===== src/rtl/fpnew_result_rob_if.sv =====
// Handshake bundle for fpnew_result_rob: issue-side allocation,
// per-opgroup completion channels and the in-order result port.
interface fpnew_result_rob_if #(
  parameter int unsigned NumIn    = 4,
  parameter int unsigned Width    = 64,
  parameter int unsigned Depth    = 8,
  parameter int unsigned TagWidth = 1
);
  localparam int unsigned IdxW = $clog2(Depth);

  logic                  alloc_valid_i;
  logic                  alloc_ready_o;
  logic [TagWidth-1:0]   alloc_tag_i;
  logic [IdxW-1:0]       alloc_id_o;

  logic [NumIn-1:0]       cpl_valid_i;
  logic [NumIn-1:0]       cpl_ready_o;
  logic [NumIn*IdxW-1:0]  cpl_id_i;
  logic [NumIn*Width-1:0] cpl_result_i;
  logic [NumIn*5-1:0]     cpl_status_i;

  logic                  out_valid_o;
  logic                  out_ready_i;
  logic [Width-1:0]      result_o;
  logic [4:0]            status_o;
  logic [TagWidth-1:0]   tag_o;

  modport master (
    output alloc_valid_i, alloc_tag_i,
    input  alloc_ready_o, alloc_id_o,
    output cpl_valid_i, cpl_id_i,
    output cpl_result_i, cpl_status_i,
    input  cpl_ready_o,
    input  out_valid_o, result_o,
    input  status_o, tag_o,
    output out_ready_i
  );

  modport slave (
    input  alloc_valid_i, alloc_tag_i,
    output alloc_ready_o, alloc_id_o,
    input  cpl_valid_i, cpl_id_i,
    input  cpl_result_i, cpl_status_i,
    output cpl_ready_o,
    output out_valid_o, result_o,
    output status_o, tag_o,
    input  out_ready_i
  );
endinterface


===== src/rtl/fpnew_result_rob.sv =====
// In-order completion buffer for FPU opgroup results.
// FPNEW_ROB_STICKY_FLAGS_EN enables the sticky fflags register.
module fpnew_result_rob #(
  parameter int unsigned NumIn    = 4,
  parameter int unsigned Width    = 64,
  parameter int unsigned Depth    = 8,
  parameter int unsigned TagWidth = 1,
  parameter int unsigned IdxW     = $clog2(Depth)
) (
  input  logic              clk_i,
  input  logic              rst_i,
  input  logic              flush_i,
  fpnew_result_rob_if.slave io,
  output logic              busy_o,
  output logic [IdxW:0]     count_o,
  output logic [4:0]        fflags_o,
  input  logic              fflags_clr_i
);

  logic [IdxW-1:0]     head_q;
  logic [IdxW-1:0]     tail_q;
  logic [IdxW:0]       count_q;
  logic [Depth-1:0]    alloc_q;
  logic [Depth-1:0]    done_q;
  logic [Width-1:0]    result_q [Depth];
  logic [4:0]          status_q [Depth];
  logic [TagWidth-1:0] tag_q    [Depth];

  logic             alloc_fire;
  logic             retire_fire;
  logic [Depth-1:0] cpl_hit;
  logic [Depth-1:0] cpl_we;
  logic [Width-1:0] cpl_res [Depth];
  logic [4:0]       cpl_st  [Depth];

  assign io.alloc_ready_o = count_q < (IdxW+1)'(Depth);
  assign io.alloc_id_o    = tail_q;
  assign io.cpl_ready_o   = '1;

  assign io.out_valid_o = alloc_q[head_q] & done_q[head_q];
  assign io.result_o    = result_q[head_q];
  assign io.status_o    = status_q[head_q];
  assign io.tag_o       = tag_q[head_q];

  assign busy_o  = count_q != '0;
  assign count_o = count_q;

  assign alloc_fire  = io.alloc_valid_i & io.alloc_ready_o;
  assign retire_fire = io.out_valid_o & io.out_ready_i;

  // Scan channels high-to-low so the lowest index wins a shared ID.
  always_comb begin
    for (int j = 0; j < Depth; j++) begin
      cpl_hit[j] = 1'b0;
      cpl_res[j] = '0;
      cpl_st[j]  = '0;
      for (int k = NumIn-1; k >= 0; k--) begin
        if (io.cpl_valid_i[k] &&
            io.cpl_id_i[k*IdxW +: IdxW] == IdxW'(j)) begin
          cpl_hit[j] = 1'b1;
          cpl_res[j] = io.cpl_result_i[k*Width +: Width];
          cpl_st[j]  = io.cpl_status_i[k*5 +: 5];
        end
      end
      cpl_we[j] = cpl_hit[j] & alloc_q[j] &
                  ~done_q[j] & ~flush_i;
    end
  end

  always_ff @(posedge clk_i) begin
    if (rst_i || flush_i) begin
      head_q  <= '0;
      tail_q  <= '0;
      count_q <= '0;
      alloc_q <= '0;
      done_q  <= '0;
    end else begin
      if (alloc_fire) begin
        alloc_q[tail_q] <= 1'b1;
        done_q[tail_q]  <= 1'b0;
        tail_q          <= tail_q + IdxW'(1);
      end
      for (int j = 0; j < Depth; j++) begin
        if (cpl_we[j]) done_q[j] <= 1'b1;
      end
      if (retire_fire) begin
        alloc_q[head_q] <= 1'b0;
        done_q[head_q]  <= 1'b0;
        head_q          <= head_q + IdxW'(1);
      end
      count_q <= count_q + (IdxW+1)'(alloc_fire)
                         - (IdxW+1)'(retire_fire);
    end
  end

  // Payload storage is only cleared by reset; flush drops the valid bits.
  always_ff @(posedge clk_i) begin
    if (rst_i) begin
      for (int j = 0; j < Depth; j++) begin
        result_q[j] <= '0;
        status_q[j] <= '0;
        tag_q[j]    <= '0;
      end
    end else begin
      if (alloc_fire) tag_q[tail_q] <= io.alloc_tag_i;
      for (int j = 0; j < Depth; j++) begin
        if (cpl_we[j]) begin
          result_q[j] <= cpl_res[j];
          status_q[j] <= cpl_st[j];
        end
      end
    end
  end

`ifdef FPNEW_ROB_STICKY_FLAGS_EN
  logic [4:0] fflags_q;
  logic       flag_fire;

  assign flag_fire = retire_fire & ~flush_i;

  always_ff @(posedge clk_i) begin
    if (rst_i) begin
      fflags_q <= '0;
    end else if (fflags_clr_i) begin
      fflags_q <= flag_fire ? io.status_o : 5'd0;
    end else if (flag_fire) begin
      fflags_q <= fflags_q | io.status_o;
    end
  end

  assign fflags_o = fflags_q;
`else
  logic unused_fflags_clr;

  assign unused_fflags_clr = fflags_clr_i;
  assign fflags_o          = '0;
`endif

endmodule


===== src/flat_wrapper.sv =====
// flat-port wrapper written by rule: the top's interface ports become plain ports
module fpnew_result_rob_flat 
#(
  parameter int unsigned NumIn    = 4,
  parameter int unsigned Width    = 64,
  parameter int unsigned Depth    = 8,
  parameter int unsigned TagWidth = 1,
  parameter int unsigned IdxW     = $clog2(Depth)
)
  (clk_i, rst_i, flush_i, busy_o, count_o, fflags_o, fflags_clr_i, io_alloc_valid_i, io_alloc_tag_i, io_alloc_ready_o, io_alloc_id_o, io_cpl_valid_i, io_cpl_id_i, io_cpl_result_i, io_cpl_status_i, io_cpl_ready_o, io_out_valid_o, io_result_o, io_status_o, io_tag_o, io_out_ready_i);
  fpnew_result_rob_if #(.NumIn(NumIn), .Width(Width), .Depth(Depth), .TagWidth(TagWidth)) io_i ();
  input  logic clk_i;
  input  logic rst_i;
  input  logic flush_i;
  output logic busy_o;
  output logic [IdxW:0] count_o;
  output logic [4:0] fflags_o;
  input  logic fflags_clr_i;
  input wire logic [$bits(io_i.alloc_valid_i)-1:0] io_alloc_valid_i;
  input wire logic [$bits(io_i.alloc_tag_i)-1:0] io_alloc_tag_i;
  output wire logic [$bits(io_i.alloc_ready_o)-1:0] io_alloc_ready_o;
  output wire logic [$bits(io_i.alloc_id_o)-1:0] io_alloc_id_o;
  input wire logic [$bits(io_i.cpl_valid_i)-1:0] io_cpl_valid_i;
  input wire logic [$bits(io_i.cpl_id_i)-1:0] io_cpl_id_i;
  input wire logic [$bits(io_i.cpl_result_i)-1:0] io_cpl_result_i;
  input wire logic [$bits(io_i.cpl_status_i)-1:0] io_cpl_status_i;
  output wire logic [$bits(io_i.cpl_ready_o)-1:0] io_cpl_ready_o;
  output wire logic [$bits(io_i.out_valid_o)-1:0] io_out_valid_o;
  output wire logic [$bits(io_i.result_o)-1:0] io_result_o;
  output wire logic [$bits(io_i.status_o)-1:0] io_status_o;
  output wire logic [$bits(io_i.tag_o)-1:0] io_tag_o;
  input wire logic [$bits(io_i.out_ready_i)-1:0] io_out_ready_i;
  assign io_i.alloc_valid_i = io_alloc_valid_i;
  assign io_i.alloc_tag_i = io_alloc_tag_i;
  assign io_alloc_ready_o = io_i.alloc_ready_o;
  assign io_alloc_id_o = io_i.alloc_id_o;
  assign io_i.cpl_valid_i = io_cpl_valid_i;
  assign io_i.cpl_id_i = io_cpl_id_i;
  assign io_i.cpl_result_i = io_cpl_result_i;
  assign io_i.cpl_status_i = io_cpl_status_i;
  assign io_cpl_ready_o = io_i.cpl_ready_o;
  assign io_out_valid_o = io_i.out_valid_o;
  assign io_result_o = io_i.result_o;
  assign io_status_o = io_i.status_o;
  assign io_tag_o = io_i.tag_o;
  assign io_i.out_ready_i = io_out_ready_i;
  fpnew_result_rob #(.NumIn(NumIn), .Width(Width), .Depth(Depth), .TagWidth(TagWidth), .IdxW(IdxW)) u_core (.clk_i(clk_i), .rst_i(rst_i), .flush_i(flush_i), .io(io_i), .busy_o(busy_o), .count_o(count_o), .fflags_o(fflags_o), .fflags_clr_i(fflags_clr_i));
endmodule

===== config.mk =====
export PLATFORM = sky130hd
export DESIGN_NAME = fpnew_result_rob_flat
export DESIGN_NICKNAME = d
export VERILOG_FILES = /design/src/rtl/fpnew_result_rob_if.sv /design/src/rtl/fpnew_result_rob.sv /design/src/flat_wrapper.sv
export SDC_FILE = /design/constraint.sdc
export NUM_CORES = 2
export LEC_CHECK = 0
export ABC_AREA = 1
export ABC_CLOCK_PERIOD_IN_PS = 4500
export CAP_MARGIN = 0
export CORE_AREA = 2 2 412 414
export DETAILED_ROUTE_END_ITERATION = 7
export DIE_AREA = 0 0 414 416
export MAX_ROUTING_LAYER = met4
export PLACE_DENSITY_LB_ADDON = 0.12
export RECOVER_POWER = 50
export SLEW_MARGIN = 20
export SYNTH_ARGS = -nofsm -noshare
export SYNTH_HDL_FRONTEND = slang
export SYNTH_SLANG_ARGS = --single-unit

===== constraint.sdc =====
create_clock -name clk_i -period 4.5 [get_ports clk_i]
set_input_delay 0.9 -clock clk_i [delete_from_list [all_inputs] [get_ports clk_i]]
set_output_delay 0.9 -clock clk_i [all_outputs]
set_load 0.005 [all_outputs]

## After elaboration in Yosys (flattened, before gate mapping)

Memories as Yosys holds them, arrays and structs flattened. A register that Yosys moved wholly into a read port is not among the register bits.
Cells that the tools add are included.

- Add/subtract/negate cells: 4
- Order comparisons: 5
- Equal/unequal tests: 28
- Muxes and demuxes: 179
- Bitwise operators: 58
- Reductions and logical operators: 41

Operators with widths:

| operator | number |
|---|---|
| 2-to-1 mux 64 bit | 40 |
| 2-to-1 mux 5 bit | 40 |
| 2-to-1 mux 1 bit | 83 |
| == test 3 bit, second input constant | 16 |
| 2-to-1 mux 8 bit | 5 |
| logical AND 1 bit | 34 |
| AND 1 bit | 27 |
| AND 8 bit | 3 |
| == test 3 x 2 -> 1 bit, second input constant | 8 |
| 2-to-1 mux 3 bit | 7 |
| NOT 8 bit | 2 |
| bitwise OR 1 bit | 16 |
| == test 3 x 1 -> 1 bit, second input constant | 4 |
| logical NOT 3 bit | 4 |
| NOT 1 bit | 9 |
| < comparator 3 x 4 -> 1 bit, second input constant | 2 |
| bitwise OR 8 bit | 1 |
| adder 3 x 1 -> 3 bit, second input constant | 2 |
| binary-select mux 1 bit (select 3 bit) | 2 |
| demux 1 bit (select 3 bit) | 2 |
| >= comparator 3 x 1 -> 1 bit, second input constant | 2 |
| adder 4 x 1 -> 4 bit | 1 |
| < comparator 4 bit, second input constant | 1 |
| nonzero test 4 bit | 1 |
| 3 further kinds | 3 |

- Register bits after elaboration: 26
- Bits in writable memories: 560
- Input bits: 299
- Output and inout bits: 89
- Logic and storage cells: 323
- Memories kept: 3

Memory list:

| name | depth | bits a word | rd ports | clocked after Yosys merged registers in | write ports | line | text |
|---|---|---|---|---|---|---|---|
| u_core.result_q | 8 | 64 | 1 | 1 | 8 | fpnew_result_rob.sv:25 | `logic [Width-1:0] result_q [Depth];` |
| u_core.status_q | 8 | 5 | 1 | 1 | 8 | fpnew_result_rob.sv:26 | `logic [4:0] status_q [Depth];` |
| u_core.tag_q | 8 | 1 | 1 | 1 | 8 | fpnew_result_rob.sv:27 | `logic [TagWidth-1:0] tag_q [Depth];` |

## Logic depth before layout (Yosys ltp)

- Depth after elaboration: 13
- Mapped depth: 18
- Gate-level depth less buffers: 16

## Worst setup path before layout

No wires, ideal clock.

- Path type: input port to flip-flop
- From: in io_cpl_id_i[11]
- To: mem u_core.result_q[7][0], enable pin
- Setup time: 429 ps
- Arrival time: 3211 ps
- Data required time: 4071 ps
- Slack: 860 ps
- Cell stages on the path: 7
- Buffers on the path: 1
- Cell sequence: nand2_1 -> nor2_1 -> clkbuf_1 -> nor2_1 -> nand3_1 -> nand2_1 -> nand2_1

RTL lines:

| what | line | text |
|---|---|---|
| start, declared | flat_wrapper.sv:24 | `input wire logic [$bits(io_i.cpl_id_i)-1:0] io_cpl_id_i;` |
| end, declared | fpnew_result_rob.sv:25 |  |

==> impl_results.md <==
- Overall Power: 0.0150 W
- Maxcap violations: 10
- Met2 WL post-DR: 113000 um
- Final setup vio count: 0
- Metal1 wirelength: 102000 um
- Cell taking the most area after synthesis: edfxtp_1
- Port Buf Inserts: 377
- Routed wl met3: 24900 um
- Pleak: 16.8 nW
- Status: finished, violations left
- Clock latency on the worst-skew pair: 0.70 ns
- Post-synth top cells: o21ai_0 (1078), nor2_1 (1066), nor3_1 (995)
- Synth top area cells: edfxtp_1 (40%), o21ai_0 (13%), nor3_1 (12%)
- Yosys reg bits: 589
- Initial Util: 24.8%
- Top-level I/O count: 388
- ANT nets after route: 0
- Largest net degree at the start of global routing: 139
- GRT overflow: 0
- Hold Crit Class: register to register
- Synth top area share: 40.4%
- # clock sinks: 589
- DR WL/cell: 30.7 um
- PostCTS Resize Cnt: 0
- Layout area overhead: 22.1%
- Pwr per Cell Area: 295 nW/um^2
- Crit Path Max Fanout: 19
- Nets: 6176
- Clk root buf: clkbuf_16
- Slew Viols, Final: 411
- Initial antenna violation count: 16
- Flop2flop setup slack: 0.76 ns
- Critical path arrival: 4.92 ns
- Fin area: 50800 um^2
- DRT iter0 DRCs: 6321
- Post-synth EDFFs: 560
- Final period util: 97.9%
- Drt via density: 5.90
- Layout cells sized above 1: 6.10%
- Post-route DRC: 0
- Vias in the first global route: 46232
- Worst Setup Path Type: input pin to register
- Gp weighted congestion: 0.855
- First-pass GRT wire length: 350000 um
- Failing checks: capacitance limit, slew limit
- CP Capture Type: register
- Worst-path clk slew: 0.06 ns
- Seq/Total Area, Yosys: 41.8%
- H-tree level count: 3
- Placed insts: 8004
- GRT Total Usage: 28.8%
- Area taken by multi-input logic gates: 21000 um^2
- Fin. Hold Viols: 0
- Worst Tran Pin Value: 1.98 ns
- Vias: 48174
- Most common cell in the netlist: o21ai_0
- CORE AREA: 168000 um^2
- FF+latch area: 17400 um^2
- Highest Signal Layer: met4
- Setup crit start kind: input pin
- 1st-pass router iterations: 6
- Post-synthesis cell area: 41600 um^2
- Synth Instances: 5773
- Distinct cells, synth: 36
- FILL cells: 18171
- Worst endpoint required time: 5.02 ns
- Chip height: 416 um
- CTS Buf Count: 81
- Final clock skew: 0.0346 ns
- CTS Buffer Depth: 3
- Layout Cells excl Fill: 8163
- Post-CTS setup buffers: 0
- Area after DPL: 48600 um^2
- Die Wd: 414 um
- Slew headroom: -32.0%
- Final setup TNS: 0 ns
- Async SR Flop Fraction: 0%
- RSZ-0062 raised after global routing: false
- Die area: 172000 um^2
- Row count: 151
- CTS tree: done
- Post-synth top flop: edfxtp_1
- FMAX: 0.227 GHz
- Mapped Avg Cell Area: 7.21 um^2
- Post-layout util: 30.2%
- Routed wire length: 251000 um
- Tmin final: 4.40 ns
- Syn. warnings: 0
- Dpl hpwl: 145000 um
- Maximum VDD drop: 0.243 mV
- Hold buffers post-CTS: 0
-- layout make-up --
type                            count  area share (%)
Clock buffer                      106            4.34
Timing Repair Buffer              572            11.7
Sequential cell                   589            34.2
Antenna cell                        9          0.0443
Tap cell                         2218            5.46
Inverter                          296            2.25
Multi-Input combinational cell   4329            41.3
Clock inverter                     44           0.689
-- state kept, by name (all words and copies together), names as in the netlist, named ones only --
name                  cells
u_core.io.alloc_id_o      3
u_core.done_q             8
u_core.count_o            4
u_core.head_q             3
u_core.alloc_q            8
u_core.result_q         512
u_core.tag_q              8
u_core.status_q          40
-- where the power goes --
part	switching (W)	total (W)	internal [W]
Sequential	0.0000574	0.00626	0.00620
Combinational	0.00155	0.00221	0.000656
Clock	0.00277	0.00655	0.00378
Total	0.00438	0.0150	0.0106
-- critical path, cell delays in order --
cell           delay (ns)
dlygate4sd3_1        0.82
nand2_1              0.28
nor2_1               0.24
nor2_1               0.14
nand2_1              0.16
nand2_1              0.15
nor2_1               0.24
clkbuf_1             1.45
o21ai_0              0.27
nor2_1               0.22
-- layout by cell type (no fill, tap or decap), types with 19 or more instances in the layout --
master           Yosys  layout
a21oi_1            147     147
a31oi_1            279     279
buf_12               0      59
buf_4               20     115
clkbuf_1           442      27
clkbuf_16            0      85
clkdlybuf4s50_1      0     364
clkinv_1             5      24
dfxtp_1             29      27
edfxtp_1           560     560
inv_1              272     264
inv_2               19      19
nand2_1            322     317
nand3_1             82      79
nor2_1            1066    1061
nor3_1             995     995
o21ai_0           1078    1081
o21ai_1             47      44
o22ai_1            189     189
o31ai_1             52      52
-- worst paths after layout --
kind	start	endpoint	cells past startpoint
worst max register to register	u_core.head_q[0]	u_core.count_o[2]	16
worst min register to register	u_core.io.alloc_id_o[0]	u_core.io.alloc_id_o[0]	2
worst max-delay path	io_cpl_valid_i[2]	u_core.result_q[5][34]	10
worst min-delay path	u_core.io.alloc_id_o[0]	u_core.io.alloc_id_o[0]	2
-- metrics by stage --
| stage | hold WS (ns) | setup slack (ns) |
|---|---|---|
| 3_5_place_dp | 0.516 | 0.430 |
| 6_report | 0.524 | 0.0950 |
| 4_1_cts | 0.526 | 0.0756 |
| 2_1_floorplan | 0.498 | 0.860 |
| 3_3_place_gp | 0.507 | 0.416 |
| 5_1_grt | 0.572 | 0.0531 |
-- layer usage --
| layer | GRT usage, % | up-vias |
|---|---|---|
| met3 | 5.86 | 717 |
| met4 | 12.8 | 0 |
| li1 | - | 20852 |
| met2 | 44.5 | 3137 |
| met1 | 36.3 | 23468 |
| met5 | - | - |
-- cell families (layout without fill, tap and decap cells) --
kind of cell               count (synthesis)  count (layout)  share of synthesized area, %
AOI/OAI and AO/OA                       1814            1814                          23.7
xor gates and xnor gates                   2               2                        0.0421
adders and majority gates                  8               8                         0.258
buffers and inverters                    862            1018                          8.18
DFF                                      589             589                          41.8
other                                      2              18                        0.0180
and+or+nand+nor                         2496            2496                          26.0
(Power assumes the default switching activity.)
